--- src/rtl/ex_mem_register_if.sv ---
// ---------------------------------------------------------------------------
// ExMemRegisterIf
// Handshake bus between the EX stage, the EX/MEM pipeline register and the
// MEM stage.
//   in_*  : EX-side valid/ready handshake plus the EX results and controls
//   out_* : MEM-side valid/ready handshake plus the registered copy for MEM
// The register itself connects through the slave modport; the environment
// (EX driver on one side, MEM consumer on the other) uses the master modport.
// ---------------------------------------------------------------------------
interface ex_mem_register_if;

    // EX side
    logic        in_valid;
    logic        in_ready;
    logic [63:0] in_alu_result;
    logic [63:0] in_write_data;
    logic [63:0] in_branch_target;
    logic        in_zero;
    logic        in_not_zero;
    logic        in_MemWrite;
    logic        in_MemRead;
    logic        in_Branch;
    logic        in_Uncondbranch;
    logic        in_MemtoReg;
    logic        in_RegWrite;
    logic [4:0]  in_rd;

    // MEM side
    logic        out_valid;
    logic        out_ready;
    logic [63:0] out_alu_result;
    logic [63:0] out_write_data;
    logic [63:0] out_branch_target;
    logic        out_zero;
    logic        out_not_zero;
    logic        out_MemWrite;
    logic        out_MemRead;
    logic        out_Branch;
    logic        out_Uncondbranch;
    logic        out_MemtoReg;
    logic        out_RegWrite;
    logic [4:0]  out_rd;

    // The pipeline register: consumes EX results, produces the MEM copy
    modport slave (
        input  in_valid, in_alu_result, in_write_data, in_branch_target,
               in_zero, in_not_zero, in_MemWrite, in_MemRead, in_Branch,
               in_Uncondbranch, in_MemtoReg, in_RegWrite, in_rd,
               out_ready,
        output in_ready,
               out_valid, out_alu_result, out_write_data, out_branch_target,
               out_zero, out_not_zero, out_MemWrite, out_MemRead, out_Branch,
               out_Uncondbranch, out_MemtoReg, out_RegWrite, out_rd
    );

    // The surrounding pipeline: drives EX results and MEM's ready
    modport master (
        output in_valid, in_alu_result, in_write_data, in_branch_target,
               in_zero, in_not_zero, in_MemWrite, in_MemRead, in_Branch,
               in_Uncondbranch, in_MemtoReg, in_RegWrite, in_rd,
               out_ready,
        input  in_ready,
               out_valid, out_alu_result, out_write_data, out_branch_target,
               out_zero, out_not_zero, out_MemWrite, out_MemRead, out_Branch,
               out_Uncondbranch, out_MemtoReg, out_RegWrite, out_rd
    );

endinterface

--- src/rtl/ex_mem_register.sv ---
// ---------------------------------------------------------------------------
// ex_mem_register
// EX/MEM pipeline register built as a two-entry skid buffer. The main entry
// drives the MEM-side outputs; the skid entry catches one instruction that EX
// handed over while MEM was stalled, so in_ready can come straight from the
// state register instead of combinationally from out_ready.
// Ports:
//   clock       rising-edge clock
//   reset_n     asynchronous active-low reset
//   flush       squash held and incoming entries (taken branch)
//   bus         ex_mem_register_if.slave - EX/MEM handshakes and payload
//   stall_count cycles in which MEM held a valid entry but was not ready
// ---------------------------------------------------------------------------
module ex_mem_register (
    input  logic                      clock,
    input  logic                      reset_n,
    input  logic                      flush,
    ex_mem_register_if.slave          bus,
    output logic [31:0]               stall_count
);

    typedef enum logic [1:0] {
        EMPTY = 2'd0,
        FULL  = 2'd1,
        SKID  = 2'd2
    } state_t;

    typedef struct packed {
        logic [63:0] aluResult;
        logic [63:0] writeData;
        logic [63:0] branchTarget;
        logic        zero;
        logic        notZero;
        logic        memWrite;
        logic        memRead;
        logic        branch;
        logic        uncondBranch;
        logic        memtoReg;
        logic        regWrite;
        logic [4:0]  rd;
    } entry_t;

    state_t      state_q;
    entry_t      main_q;
    entry_t      skid_q;
    logic [31:0] stallCount_q;
    logic [31:0] stallCount_d;
    entry_t      inEntry;
    logic        outValid;

    // Gather the EX-side payload into one entry so main/skid moves are whole
    assign inEntry = '{
        aluResult:    bus.in_alu_result,
        writeData:    bus.in_write_data,
        branchTarget: bus.in_branch_target,
        zero:         bus.in_zero,
        notZero:      bus.in_not_zero,
        memWrite:     bus.in_MemWrite,
        memRead:      bus.in_MemRead,
        branch:       bus.in_Branch,
        uncondBranch: bus.in_Uncondbranch,
        memtoReg:     bus.in_MemtoReg,
        regWrite:     bus.in_RegWrite,
        rd:           bus.in_rd
    };

    // Handshake flags are pure functions of the state register
    assign outValid     = (state_q != EMPTY);
    assign bus.out_valid = outValid;
    assign bus.in_ready  = (state_q != SKID);

    // Buffer control. Flush only returns to EMPTY; the main entry's data is
    // left in place so the data outputs keep their last value, while the
    // side-effecting controls are gated below. In SKID the input is ignored
    // because in_ready is already low.
    always_ff @(posedge clock or negedge reset_n) begin
        if (!reset_n) begin
            state_q <= EMPTY;
            main_q  <= '0;
            skid_q  <= '0;
        end else if (flush) begin
            state_q <= EMPTY;
        end else begin
            case (state_q)
                EMPTY: begin
                    if (bus.in_valid) begin
                        main_q  <= inEntry;
                        state_q <= FULL;
                    end
                end
                FULL: begin
                    if (bus.out_ready) begin
                        if (bus.in_valid) begin
                            main_q <= inEntry;
                        end else begin
                            state_q <= EMPTY;
                        end
                    end else if (bus.in_valid) begin
                        skid_q  <= inEntry;
                        state_q <= SKID;
                    end
                end
                SKID: begin
                    if (bus.out_ready) begin
                        main_q  <= skid_q;
                        state_q <= FULL;
                    end
                end
                default: begin
                    state_q <= EMPTY;
                end
            endcase
        end
    end

    // Stall counter wraps naturally and deliberately ignores flush
    always_comb begin
        stallCount_d = stallCount_q;
        if (outValid && !bus.out_ready) begin
            stallCount_d = stallCount_q + 32'd1;
        end
    end

    // Stall counter register
    always_ff @(posedge clock or negedge reset_n) begin
        if (!reset_n) begin
            stallCount_q <= '0;
        end else begin
            stallCount_q <= stallCount_d;
        end
    end

    assign stall_count = stallCount_q;

    // Data fields always show the main entry; controls that cause memory or
    // register-file side effects must be low whenever nothing valid is held
    assign bus.out_alu_result    = main_q.aluResult;
    assign bus.out_write_data    = main_q.writeData;
    assign bus.out_branch_target = main_q.branchTarget;
    assign bus.out_zero          = main_q.zero;
    assign bus.out_not_zero      = main_q.notZero;
    assign bus.out_MemtoReg      = main_q.memtoReg;
    assign bus.out_rd            = main_q.rd;
    assign bus.out_MemWrite      = main_q.memWrite     & outValid;
    assign bus.out_MemRead       = main_q.memRead      & outValid;
    assign bus.out_Branch        = main_q.branch       & outValid;
    assign bus.out_Uncondbranch  = main_q.uncondBranch & outValid;
    assign bus.out_RegWrite      = main_q.regWrite     & outValid;

endmodule

--- src/flat_wrapper.sv ---
// flat-port wrapper written by rule: the top's interface ports become plain ports
module ex_mem_register_flat 
  (clock, reset_n, flush, stall_count, bus_in_valid, bus_in_alu_result, bus_in_write_data, bus_in_branch_target, bus_in_zero, bus_in_not_zero, bus_in_MemWrite, bus_in_MemRead, bus_in_Branch, bus_in_Uncondbranch, bus_in_MemtoReg, bus_in_RegWrite, bus_in_rd, bus_out_ready, bus_in_ready, bus_out_valid, bus_out_alu_result, bus_out_write_data, bus_out_branch_target, bus_out_zero, bus_out_not_zero, bus_out_MemWrite, bus_out_MemRead, bus_out_Branch, bus_out_Uncondbranch, bus_out_MemtoReg, bus_out_RegWrite, bus_out_rd);
  ex_mem_register_if bus_i ();
  input  logic clock;
  input  logic reset_n;
  input  logic flush;
  output logic [31:0] stall_count;
  input wire logic [$bits(bus_i.in_valid)-1:0] bus_in_valid;
  input wire logic [$bits(bus_i.in_alu_result)-1:0] bus_in_alu_result;
  input wire logic [$bits(bus_i.in_write_data)-1:0] bus_in_write_data;
  input wire logic [$bits(bus_i.in_branch_target)-1:0] bus_in_branch_target;
  input wire logic [$bits(bus_i.in_zero)-1:0] bus_in_zero;
  input wire logic [$bits(bus_i.in_not_zero)-1:0] bus_in_not_zero;
  input wire logic [$bits(bus_i.in_MemWrite)-1:0] bus_in_MemWrite;
  input wire logic [$bits(bus_i.in_MemRead)-1:0] bus_in_MemRead;
  input wire logic [$bits(bus_i.in_Branch)-1:0] bus_in_Branch;
  input wire logic [$bits(bus_i.in_Uncondbranch)-1:0] bus_in_Uncondbranch;
  input wire logic [$bits(bus_i.in_MemtoReg)-1:0] bus_in_MemtoReg;
  input wire logic [$bits(bus_i.in_RegWrite)-1:0] bus_in_RegWrite;
  input wire logic [$bits(bus_i.in_rd)-1:0] bus_in_rd;
  input wire logic [$bits(bus_i.out_ready)-1:0] bus_out_ready;
  output wire logic [$bits(bus_i.in_ready)-1:0] bus_in_ready;
  output wire logic [$bits(bus_i.out_valid)-1:0] bus_out_valid;
  output wire logic [$bits(bus_i.out_alu_result)-1:0] bus_out_alu_result;
  output wire logic [$bits(bus_i.out_write_data)-1:0] bus_out_write_data;
  output wire logic [$bits(bus_i.out_branch_target)-1:0] bus_out_branch_target;
  output wire logic [$bits(bus_i.out_zero)-1:0] bus_out_zero;
  output wire logic [$bits(bus_i.out_not_zero)-1:0] bus_out_not_zero;
  output wire logic [$bits(bus_i.out_MemWrite)-1:0] bus_out_MemWrite;
  output wire logic [$bits(bus_i.out_MemRead)-1:0] bus_out_MemRead;
  output wire logic [$bits(bus_i.out_Branch)-1:0] bus_out_Branch;
  output wire logic [$bits(bus_i.out_Uncondbranch)-1:0] bus_out_Uncondbranch;
  output wire logic [$bits(bus_i.out_MemtoReg)-1:0] bus_out_MemtoReg;
  output wire logic [$bits(bus_i.out_RegWrite)-1:0] bus_out_RegWrite;
  output wire logic [$bits(bus_i.out_rd)-1:0] bus_out_rd;
  assign bus_i.in_valid = bus_in_valid;
  assign bus_i.in_alu_result = bus_in_alu_result;
  assign bus_i.in_write_data = bus_in_write_data;
  assign bus_i.in_branch_target = bus_in_branch_target;
  assign bus_i.in_zero = bus_in_zero;
  assign bus_i.in_not_zero = bus_in_not_zero;
  assign bus_i.in_MemWrite = bus_in_MemWrite;
  assign bus_i.in_MemRead = bus_in_MemRead;
  assign bus_i.in_Branch = bus_in_Branch;
  assign bus_i.in_Uncondbranch = bus_in_Uncondbranch;
  assign bus_i.in_MemtoReg = bus_in_MemtoReg;
  assign bus_i.in_RegWrite = bus_in_RegWrite;
  assign bus_i.in_rd = bus_in_rd;
  assign bus_i.out_ready = bus_out_ready;
  assign bus_in_ready = bus_i.in_ready;
  assign bus_out_valid = bus_i.out_valid;
  assign bus_out_alu_result = bus_i.out_alu_result;
  assign bus_out_write_data = bus_i.out_write_data;
  assign bus_out_branch_target = bus_i.out_branch_target;
  assign bus_out_zero = bus_i.out_zero;
  assign bus_out_not_zero = bus_i.out_not_zero;
  assign bus_out_MemWrite = bus_i.out_MemWrite;
  assign bus_out_MemRead = bus_i.out_MemRead;
  assign bus_out_Branch = bus_i.out_Branch;
  assign bus_out_Uncondbranch = bus_i.out_Uncondbranch;
  assign bus_out_MemtoReg = bus_i.out_MemtoReg;
  assign bus_out_RegWrite = bus_i.out_RegWrite;
  assign bus_out_rd = bus_i.out_rd;
  ex_mem_register u_core (.clock(clock), .reset_n(reset_n), .flush(flush), .bus(bus_i), .stall_count(stall_count));
endmodule
--- config.mk ---
export PLATFORM = sky130hd
export DESIGN_NAME = ex_mem_register_flat
export DESIGN_NICKNAME = d
export VERILOG_FILES = /design/src/rtl/ex_mem_register_if.sv /design/src/rtl/ex_mem_register.sv /design/src/flat_wrapper.sv
export SDC_FILE = /design/constraint.sdc
export NUM_CORES = 1
export LEC_CHECK = 0
export CORE_MARGIN = 1
export CORE_UTILIZATION = 30
export CTS_BUF_LIST = sky130_fd_sc_hd__clkbuf_4 sky130_fd_sc_hd__clkbuf_8
export DETAILED_ROUTE_END_ITERATION = 7
export HOLD_SLACK_MARGIN = 0.15
export PLACE_DENSITY = 0.62
export SLEW_MARGIN = 40
export SYNTH_ARGS = -nofsm -noshare
export SYNTH_HDL_FRONTEND = slang
export SYNTH_SLANG_ARGS = --single-unit
--- constraint.sdc ---
create_clock -name clock -period 5.3 [get_ports clock]
set_input_delay 0.795 -clock clock [delete_from_list [all_inputs] [get_ports clock]]
set_output_delay 0.795 -clock clock [all_outputs]
set_load 0.05 [all_outputs]
### After elaboration in Yosys (flattened, before gate mapping)

Cells that the tools add are included.

* RAM bits: 0
* register bits: 444
* output and inout bits: 239
* logic and storage cells: 62
* memories: 0
* latch bits: 0
* memory bits (read-only): 0
* bits of input ports: 210

* bitwise logic cells: 7
* add/sub/neg operators: 1
* $lt $le $gt $ge: 0
* reductions and logical operators: 8
* divide/modulo/power cells: 0
* multiplexer cells: 11
* eq/ne operators: 9
* multiply operators: 0
* shift-type cells: 0

Operators by type and width (count)
* $mux W205: 3
* $pmux W205 S3: 1
* $add A32 B1 Y32 const B: 1
* $mux W2: 6
* $reduce_and A4 Y1: 3
* $ne A4 B4 Y1 const B: 2
* $ne A2 B2 Y1 const B: 3
* $ne A3 B3 Y1 const B: 2
* $pmux W2 S3: 1
* $and A1 B1 Y1: 5
* $reduce_bool A3 Y1: 1
* $eq A2 B1 Y1 const B: 1
* $eq A2 B2 Y1 const B: 1
* $logic_not A2 Y1: 1
* $not A1 Y1: 2
* $reduce_bool A2 Y1: 1
* $logic_and A1 B1 Y1: 1
* $logic_not A1 Y1: 1

### Depth between registers and ports, before layout

Gate-level depths: netlist (run 1).

* depth after elaboration: 4
* gate-level depth with buffers: 9
* gate-level depth less buffers: 5

### Worst setup path after synthesis (run 1)

OpenSTA, ideal clock, no wires.

* path type: register to output
* start point: register u_core.state_q[1]
* end point: output port bus_in_ready
* buffers on the path: 2
* arrival time: 1.414 ns
* stages on the path, launching flop included: 5
* required time: 4.505 ns
* setup slack: 3.091 ns
* cells stage by stage: dfrtp_1 -> nor2b_1 -> buf_2 -> inv_2 -> clkbuf_1

* cells in the longest elaborated chain, start to end: 1

RTL lines
* start: declaration: RTL line ex_mem_register.sv:43 `state_t state_q;`
* start signal: assignment: RTL line ex_mem_register.sv:78 `state_q <= EMPTY;`
* start signal: assignment: RTL line ex_mem_register.sv:82 `state_q <= EMPTY;`
* start signal: assignment: RTL line ex_mem_register.sv:88 `state_q <= FULL;`
* $ne A2 B2 Y1: RTL line ex_mem_register.sv:70 `assign bus.in_ready = (state_q != SKID);`
* end: declaration: RTL line flat_wrapper.sv:23 `output wire logic [$bits(bus_i.in_ready)-1:0] bus_in_ready;`

Every way passes these cells.

### Final worst setup path (run 1)

* start point: register u_core.state_q[0]
* end point: output port bus_out_Branch

* cells in the longest elaborated chain, start to end: 2

RTL lines
* $reduce_bool A2 Y1: RTL line ex_mem_register.sv:68 `assign outValid = (state_q != EMPTY);`
* $and A1 B1 Y1: RTL line ex_mem_register.sv:146 `assign bus.out_Branch = main_q.branch & outValid;`
* end: declaration: RTL line flat_wrapper.sv:32 `output wire logic [$bits(bus_i.out_Branch)-1:0] bus_out_Branch;`

Every way passes these cells.

==> results_dict.tcl, run 1 <==
set metrics [dict create \
    hold_class "flop to flop" \
    r2r_start "u_core.state_q[0]$_DFFE_PN0P_" \
    first_global_vias 14700 \
    crit_end "bus_out_Branch" \
    crit_required_ps 4510 \
    clkPwrFrac_pct 31.3 \
    synth_fp_nets 2083 \
    fin_crit_ps 3360 \
    cts_buffers 83 \
    root_buffer "clkbuf_8" \
    rsz0062_at_grt "no" \
    synth_area_mm2 0.0207 \
    start_kind "flop" \
    nets 2347 \
    slew_violations 0 \
    layout-drive-gt1-share_pct 20.7 \
    cts.sinks 444 \
    insertion_delay_ps 660 \
    drcViolationCount 0 \
    maxCapViolations 0 \
    crit_fanout 7 \
    power.switching_mw 3.85 \
    multi_input_area_mm2 0.00773 \
    fp.dieH_um 265 \
    postPlaceCellArea_mm2 0.0246 \
    fin_area_mm2 0.0265 \
    post_cts_buffers 0 \
    drtIter0Drc 699 \
    hp-start "u_core.stall_count[31]$_DFFE_PN0P_" \
    r2r-end "u_core.bus.out_write_data[63]$_DFFE_PN0P_" \
    max_freq_mhz 297 \
    clk_pin_slew_ps 60 \
    ys_seq_area_share_pct 53.6 \
    wl_per_cell_um 17.1 \
    p_comb_share_pct 28.4 \
    hold_violations 0 \
    io_buffers 448 \
    seqCellArea_mm2 0.0111 \
    htreeDepth 3 \
    gp_congestion 0.765 \
    finalSetupTns_ps 0 \
    dieArea_mm2 0.0702 \
    worstSetupPathType "flop to output pin" \
    synth_cells 1872 \
    first_pass_iters 5 \
    vias 13800 \
    fin_crit_sh_pct 63.4 \
    cts_resized 0 \
    cts_tree "done" \
    run_status "completed" \
    routed_via_density 4.48 \
    yosys.cell_types.count 35 \
    num_rows 96 \
    power_mw 11.4 \
    ir_drop_mv 0.304 \
    final_util_pct 38.8 \
    grt_pass1_wl_um 83600 \
    p_leak_nw 12.0 \
    area_growth_pct 27.9 \
    hpwl_um 33700 \
    power_density_mw_per_mm2 431 \
    initial_core_util_pct 30.3 \
    arrival_ps 2570 \
    setup_viol 0 \
    routed_wl_um 52700 \
    swShare_pct 33.7 \
    antenna_found_initial 6 \
    grt_max_degree 146 \
    nFillCells 6534 \
    pwr-share-seq_pct 40.3 \
    ys_warn_count 0 \
    relSlewSlack_pct 38.6 \
    synth-seq-cells 444 \
    reg2reg_slack_ps 2480 \
    worst_pin_slew_ps 922 \
    syn_area_per_cell_um2 11.1 \
    worstRegToRegCells 7 \
    core_mm2 0.0685 \
    pin_count 449 \
    clockBufferDepth 3 \
    detail-route-antenna-nets 0 \
    grt_use_total_pct 15.0 \
    die_x_um 265 \
    hold_buffers 0 \
    end_kind "output pin" \
    cp-startpoint "u_core.state_q[0]$_DFFE_PN0P_" \
    p_int_mw 7.57 \
    skew_ps 35.7 \
    overflow 0 \
]
## per-layer routing
metal  share of wire [%]  global-route usage [%]  wire length [µm]  vias to the layer above
met2                  49                    25.1             26000                      363
met3                 7.5                    5.44              3950                       94
li1                    -                       -                 -                     6471
met4                 2.6                    5.25              1380                        2
met5               0.025                       0                13                        -
met1                  41                    17.7             21400                     6876
## cell usage in the layout (no fill, tap or decap), drive strengths merged
master / instances
mux2: 410
nor2b: 7
inv: 6
nor3: 2
clkbuf: 129
dfrtp: 444
clkinvlp: 1
o21ai: 1
xnor2: 27
xor2: 4
nand2: 628
buf: 18
mux2i: 1
bufinv: 2
nand3: 16
nand2b: 1
nor4: 3
dlygate4sd3: 1
ha: 1
or3: 1
clkdlybuf4s50: 447
diode: 4
nand4: 12
or2: 1
and4: 3
and2: 3
o21a: 1
nand4b: 1
o21bai: 1
and3: 3
a21oi: 1
o211ai: 1
clkinv: 12
nor2: 9
## final cells by class
cell class | count | share of cell area [%]
flip-flops and latches | 444 | 41.9
multi-input cells | 1138 | 29.1
repair buffers | 466 | 17.9
clock buffers | 129 | 6.15
well taps | 882 | 4.16
clock inverters | 18 | 0.674
inverters | 3 | 0.0613
diodes | 4 | 0.0377
## stage by stage
stage | cells | hold WS (ps) | setup slack [ps]
after floorplan | 1872 | 459 | 3090
after global placement | 2929 | 466 | 1770
after detailed placement | 2929 | 463 | 1970
after CTS | 3076 | 154 | 1820
after global routing | 3084 | 489 | 1760
final | 3084 | 480 | 1940
## power by group through the flow
stage / clock network, mW / logic [mW] / registers [mW]
2_1_floorplan: 0 / 2.52 / 4.59
3_3_place_gp: 0 / 3.21 / 4.61
3_5_place_dp: 0 / 3.27 / 4.66
4_1_cts: 3.72 / 3.28 / 4.60
5_1_grt: 3.86 / 3.42 / 4.71
6_report: 3.58 / 3.24 / 4.61
## worst max-delay path: stages (launching register included)
cell,delay (ps)
dfrtp_1,490
nor2_2,530
nor2b_1,120
clkdlybuf4s50_1,770
## registers in the layout, indices dropped and copies added, names as in the netlist
register	count
u_core.bus.out_branch_target	64
u_core.bus.out_zero	1
u_core.main_q	5
u_core.stall_count	32
u_core.bus.out_rd	5
u_core.bus.out_write_data	64
u_core.bus.out_not_zero	1
u_core.bus.out_MemtoReg	1
u_core.state_q	2
u_core.bus.out_alu_result	64
u_core.skid_q	205
## Yosys cell counts
cell | n | area (µm²)
inv_2 | 1 | 3.75
nor4_4 | 2 | 42.5
nand2b_1 | 1 | 6.26
nor3_2 | 1 | 10.0
and3_1 | 3 | 18.8
nand2_1 | 628 | 2360
buf_2 | 25 | 125
buf_1 | 3 | 11.3
nand4_1 | 12 | 75.1
nor2b_1 | 7 | 43.8
or3_1 | 1 | 6.26
o21ai_2 | 1 | 8.76
inv_1 | 2 | 7.51
and2_1 | 3 | 18.8
mux2_2 | 281 | 3160
clkbuf_1 | 45 | 169
a21oi_4 | 1 | 16.3
nor3_1 | 1 | 5.00
o21bai_1 | 1 | 7.51
nor2_1 | 9 | 33.8
ha_1 | 1 | 12.5
xnor2_1 | 27 | 236
or2_2 | 1 | 6.26
o21a_1 | 1 | 7.51
buf_6 | 1 | 11.3
and4_1 | 3 | 26.3
nor4_1 | 1 | 6.26
mux2i_1 | 1 | 10.0
nand4b_1 | 1 | 8.76
o211ai_1 | 1 | 7.51
buf_4 | 213 | 1600
xor2_1 | 4 | 35.0
mux2_1 | 129 | 1450
dfrtp_1 | 444 | 11100
nand3_1 | 16 | 80.1
## cell families after synthesis
kind of cell / after synthesis / share of synthesized area [%]
multiplexers: 411 / 22.3
buffers and inverters: 290 / 9.29
XOR/XNOR: 31 / 1.31
adder cells (fa/ha/maj): 1 / 0.0603
AND/OR/NAND/NOR: 690 / 13.2
AO/OA/AOI/OAI: 5 / 0.229
flip-flops: 444 / 53.6
## worst min-delay path by stage
stage / to / depth (start not counted)
after CTS: u_core.bus.out_alu_result[48]$_DFFE_PN0P_ / 1
after detailed placement: u_core.stall_count[31]$_DFFE_PN0P_ / 1
after floorplan: u_core.bus.out_alu_result[0]$_DFFE_PN0P_ / 1
final: u_core.stall_count[31]$_DFFE_PN0P_ / 1
after global placement: u_core.stall_count[31]$_DFFE_PN0P_ / 1
after global routing: u_core.stall_count[31]$_DFFE_PN0P_ / 1
(Power assumes the default switching activity.)
==> inputs of run 2 (changes only) <==
- PLACE_DENSITY: 0.62 -> 0.64
- clock period: 5.3 -> 3 ns (I/O delays scaled with it)
==> results_dict.tcl, run 2 (same netlist as run 1, synthesis figures left out) <==
set metrics [dict create \
    p_leak_nw 12.1 \
    skew_ps 46.3 \
    core_mm2 0.0685 \
    crit_fanout 7 \
    setup_viol 0 \
    die_x_um 265 \
    max_freq_mhz 351 \
    insertion_delay_ps 660 \
    mostFrequentLayoutCell "nand2_1" \
    num_rows 96 \
    largest_reg_flops 205 \
    gp_congestion 0.766 \
    slowest_stage "clkdlybuf4s50_1" \
    slew_violations 0 \
    grt_pass1_wl_um 82600 \
    root_buffer "clkbuf_8" \
    finalSetupTns_ps 0 \
    antenna_found_initial 3 \
    worstRegToRegCells 6 \
    nets 2368 \
    end_kind "output pin" \
    arrival_ps 2400 \
    dieArea_mm2 0.0702 \
    wl_per_cell_um 16.8 \
    routed_wl_um 52200 \
    clk_pin_slew_ps 70 \
    cts.sinks 444 \
    cp_top_family "buffers and inverters" \
    first_global_vias 14700 \
    layout-drive-gt1-share_pct 21.4 \
    crit_required_ps 2550 \
    reg2reg_slack_ps 760 \
    initial_core_util_pct 30.3 \
    routed_via_density 4.48 \
    first_pass_iters 5 \
    power_mw 20.1 \
    vias 13900 \
    fin_crit_ps 2850 \
    clockBufferDepth 3 \
    detail-route-antenna-nets 0 \
    rsz0062_at_grt "no" \
    run_status "completed" \
    regMostFlops "u_core.skid_q" \
    worst_pin_slew_ps 655 \
    hold_violations 0 \
    hpwl_um 35000 \
    drtIter0Drc 775 \
    critical_path.cell_chain "nor2_4, nor2b_1, clkdlybuf4s50_1" \
    htreeDepth 3 \
    final_util_pct 39.1 \
    hold_class "input pin to async pin" \
    grt_max_degree 96 \
    relSlewSlack_pct 56.2 \
    r2r_start "u_core.state_q[0]$_DFFE_PN0P_" \
    worstSetupPathType "flop to output pin" \
    fin_crit_sh_pct 94.9 \
    cts_tree "done" \
    start_kind "flop" \
    pin_count 449 \
    cts_buffers 79 \
    power_density_mw_per_mm2 751 \
    r2r-end "u_core.bus.out_write_data[42]$_DFFE_PN0P_" \
    fp.dieH_um 265 \
    critPathBufInv 1 \
    area_growth_pct 29.2 \
    slowest_delay_ps 810 \
    ir_drop_mv 0.380 \
    io_buffers 448 \
    drcViolationCount 0 \
    maxCapViolations 0 \
    overflow 0 \
    grt_use_total_pct 14.9 \
    final_cell_mix "nand2_1 (628), dfrtp_1 (444), clkdlybuf4s50_1 (443)" \
]
run 2: cell count changes in the layout (fill, tap and decap cells not counted), sizes merged, moves of 3 or more:
cell,delta
clkdlybuf4s50,-4
inv,-3
clkbuf,-10
buf,+26
dlymetal6s2s,+3
run 2: layer usage:
layer / track usage [%] / vias to the layer above / part of all wire (%)
met3: 4.81 / 98 / 7.2
li1: - / 6511 / -
met2: 24.7 / 386 / 49
met4: 5.42 / 4 / 2.7
met5: 0 / - / 0.052
met1: 17.9 / 6898 / 41
run 2: what timing repair did:
action                                  4_1_cts  5_1_grt
hold buffers                                  1        0
resized for setup                             1        3
endpoints found under the setup margin        6        3
buffers inserted                              0        0
hold endpoints to repair                     49        0
run 2: power breakdown:
group	internal [mW]	switching [mW]
combinational	2.38	3.37
clock	3.59	2.61
sequential	7.39	0.780
run 2: worst max path at each step:
stage,depth (start not counted),start,to
2_1_floorplan,5,u_core.stall_count[0]$_DFFE_PN0P_,u_core.stall_count[12]$_DFFE_PN0P_
3_5_place_dp,8,bus_in_valid,u_core.bus.out_write_data[13]$_DFFE_PN0P_
5_1_grt,3,u_core.state_q[0]$_DFFE_PN0P_,bus_out_RegWrite
6_report,3,u_core.state_q[0]$_DFFE_PN0P_,bus_out_MemRead
3_3_place_gp,3,u_core.state_q[0]$_DFFE_PN0P_,bus_out_valid
4_1_cts,3,u_core.state_q[0]$_DFFE_PN0P_,bus_out_Branch
run 2: worst register-to-register path: stages, from the launching register on:
cell     delay [ps]
dfrtp_1         520
nor2b_4         340
o21ai_2         140
a21oi_4         210
buf_12          200
buf_12          290
mux2_1          390
run 2: final cells by class:
type                            instances  area [µm²]
Multi-Input combinational cell       1138        7730
Fill cell                            6457       41700
Inverter                                3        16.3
Clock inverter                         21         258
Antenna cell                            3        7.51
Timing Repair Buffer                  491        5060
Tap cell                              882        1100
Clock buffer                          119        1510
Sequential cell                       444       11100
run 2: per-stage QoR:
step	instances	area (µm²)	setup WS, ps	hold WS, ps
after CTS	3098	26800	19.0	267
after detailed placement	2957	25000	426	447
after floorplan	1872	20700	972	154
after global placement	2957	25000	369	443
after global routing	3099	26800	7.22	289
final	3101	26800	154	315
==> inputs of run 3 (changes only) <==
- SETUP_SLACK_MARGIN: not set -> 0.2
==> results_dict.tcl, run 3 (same netlist as run 1, synthesis figures left out) <==
set metrics [dict create \
    run_status "completed" \
    largest_reg_flops 205 \
    arrival_ps 2150 \
    relSlewSlack_pct 56.0 \
    finalSetupTns_ps 0 \
    end_kind "output pin" \
    p_leak_nw 12.1 \
    power_density_mw_per_mm2 751 \
    multi_input_area_mm2 0.00773 \
    reg2reg_slack_ps 760 \
    hold_violations 0 \
    dieArea_mm2 0.0702 \
    gp_congestion 0.766 \
    r2r-end "u_core.bus.out_write_data[42]$_DFFE_PN0P_" \
    io_buffers 448 \
    nFillCells 6459 \
    antenna_found_initial 3 \
    detail-route-antenna-nets 0 \
    cts.sinks 444 \
    slowest_stage "dfrtp_1" \
    crit_required_ps 2550 \
    area_growth_pct 29.1 \
    grt_use_total_pct 14.9 \
    seqCellArea_mm2 0.0111 \
    slew_violations 0 \
    maxCapViolations 0 \
    grt_pass1_wl_um 82600 \
    critical_path.cell_chain "nor2_4, nor2b_1, dlygate4sd2_1" \
    slowest_delay_ps 580 \
    drtIter0Drc 789 \
    fp.dieH_um 265 \
    hold_class "input pin to async pin" \
    crit_fanout 7 \
    mostFrequentLayoutCell "nand2_1" \
    worstRegToRegCells 6 \
    skew_ps 45.8 \
    clockBufferDepth 3 \
    setup_viol 0 \
    start_kind "flop" \
    max_freq_mhz 384 \
    routed_via_density 4.48 \
    num_rows 96 \
    grt_max_degree 96 \
    wl_per_cell_um 16.8 \
    postPlaceCellArea_mm2 0.0250 \
    first_pass_iters 5 \
    fin_crit_sh_pct 86.7 \
    cts_buffers 79 \
    regMostFlops "u_core.skid_q" \
    fin_area_mm2 0.0268 \
    worst_pin_slew_ps 658 \
    worstSetupPathType "flop to output pin" \
    routed_wl_um 52200 \
    overflow 0 \
    final_util_pct 39.1 \
    final_cell_mix "nand2_1 (628), dfrtp_1 (444), clkdlybuf4s50_1 (440)" \
    power_mw 20.1 \
    drcViolationCount 0 \
    r2r_start "u_core.state_q[0]$_DFFE_PN0P_" \
    rsz0062_at_grt "no" \
    insertion_delay_ps 660 \
    layout-drive-gt1-share_pct 21.4 \
    vias 13900 \
    nets 2368 \
    cts_tree "done" \
    first_global_vias 14700 \
    clk_pin_slew_ps 70 \
    root_buffer "clkbuf_8" \
    die_x_um 265 \
    hpwl_um 35000 \
    pin_count 449 \
    ir_drop_mv 0.381 \
    initial_core_util_pct 30.3 \
    hold_slack_ps 320 \
    htreeDepth 3 \
    fin_crit_ps 2600 \
    core_mm2 0.0685 \
]
-- run 3: changes by cell type in the layout (fill, tap and decap cells not counted), sizes merged --
cell           delta
diode             -1
dlymetal6s2s      -3
clkdlybuf4s50     -3
dlygate4sd2       +6
-- run 3: worst max-delay path, delay by kind of cell, from the launching register on --
family | cells | cell delay (ps)
flip-flops | 1 | 580
buffers and inverters | 1 | 550
AND/OR/NAND/NOR | 2 | 350
-- run 3: area by class of cell --
class,count,area share [%]
diodes,2,0.0187
clock buffers,119,5.65
clock inverters,21,0.962
inverters,3,0.0607
multi-input cells,1138,28.9
flip-flops and latches,444,41.5
well taps,882,4.12
repair buffers,491,18.8
-- run 3: through the flow --
stage                     worst slack [ps]  cells
after floorplan                        972   1872
after global placement                 369   2957
after detailed placement               426   2957
after CTS                              305   3098
after global routing                   235   3099
final                                  398   3100
-- run 3: how the worst max path moves through the flow --
stage	endpoint	startpoint	depth (start not counted)
global placement	bus_out_valid	u_core.state_q[0]$_DFFE_PN0P_	3
global route	bus_out_Branch	u_core.state_q[0]$_DFFE_PN0P_	3
floorplan	u_core.stall_count[12]$_DFFE_PN0P_	u_core.stall_count[0]$_DFFE_PN0P_	5
finish	bus_out_Branch	u_core.state_q[0]$_DFFE_PN0P_	3
detailed placement	u_core.bus.out_write_data[13]$_DFFE_PN0P_	bus_in_valid	8
CTS	bus_out_Branch	u_core.state_q[0]$_DFFE_PN0P_	3
-- run 3: timing repair --
action | 4_1_cts | 5_1_grt
gates resized for setup | 7 | 0
setup endpoints to repair | 6 | 0
buffers inserted | 0 | 0
hold buffers | 1 | 0
endpoints found under the hold margin | 49 | 0
-- run 3: per-layer routing --
metal  global-route usage [%]  wire length, µm  share of wire [%]  up-vias
li1                         -                -                  -     6508
met1                     17.9            21700                 42     6904
met2                     24.7            25300                 49      384
met3                     4.81             3770                7.2       97
met4                     5.42             1370                2.6        4
met5                        0               27              0.052        -
-- run 3: power by group --
group | total [mW] | internal [mW] | switching (mW)
clock | 6.20 | 3.59 | 2.61
sequential | 8.17 | 7.39 | 0.783
combinational | 5.74 | 2.37 | 3.37
total | 20.1 | 13.4 | 6.76
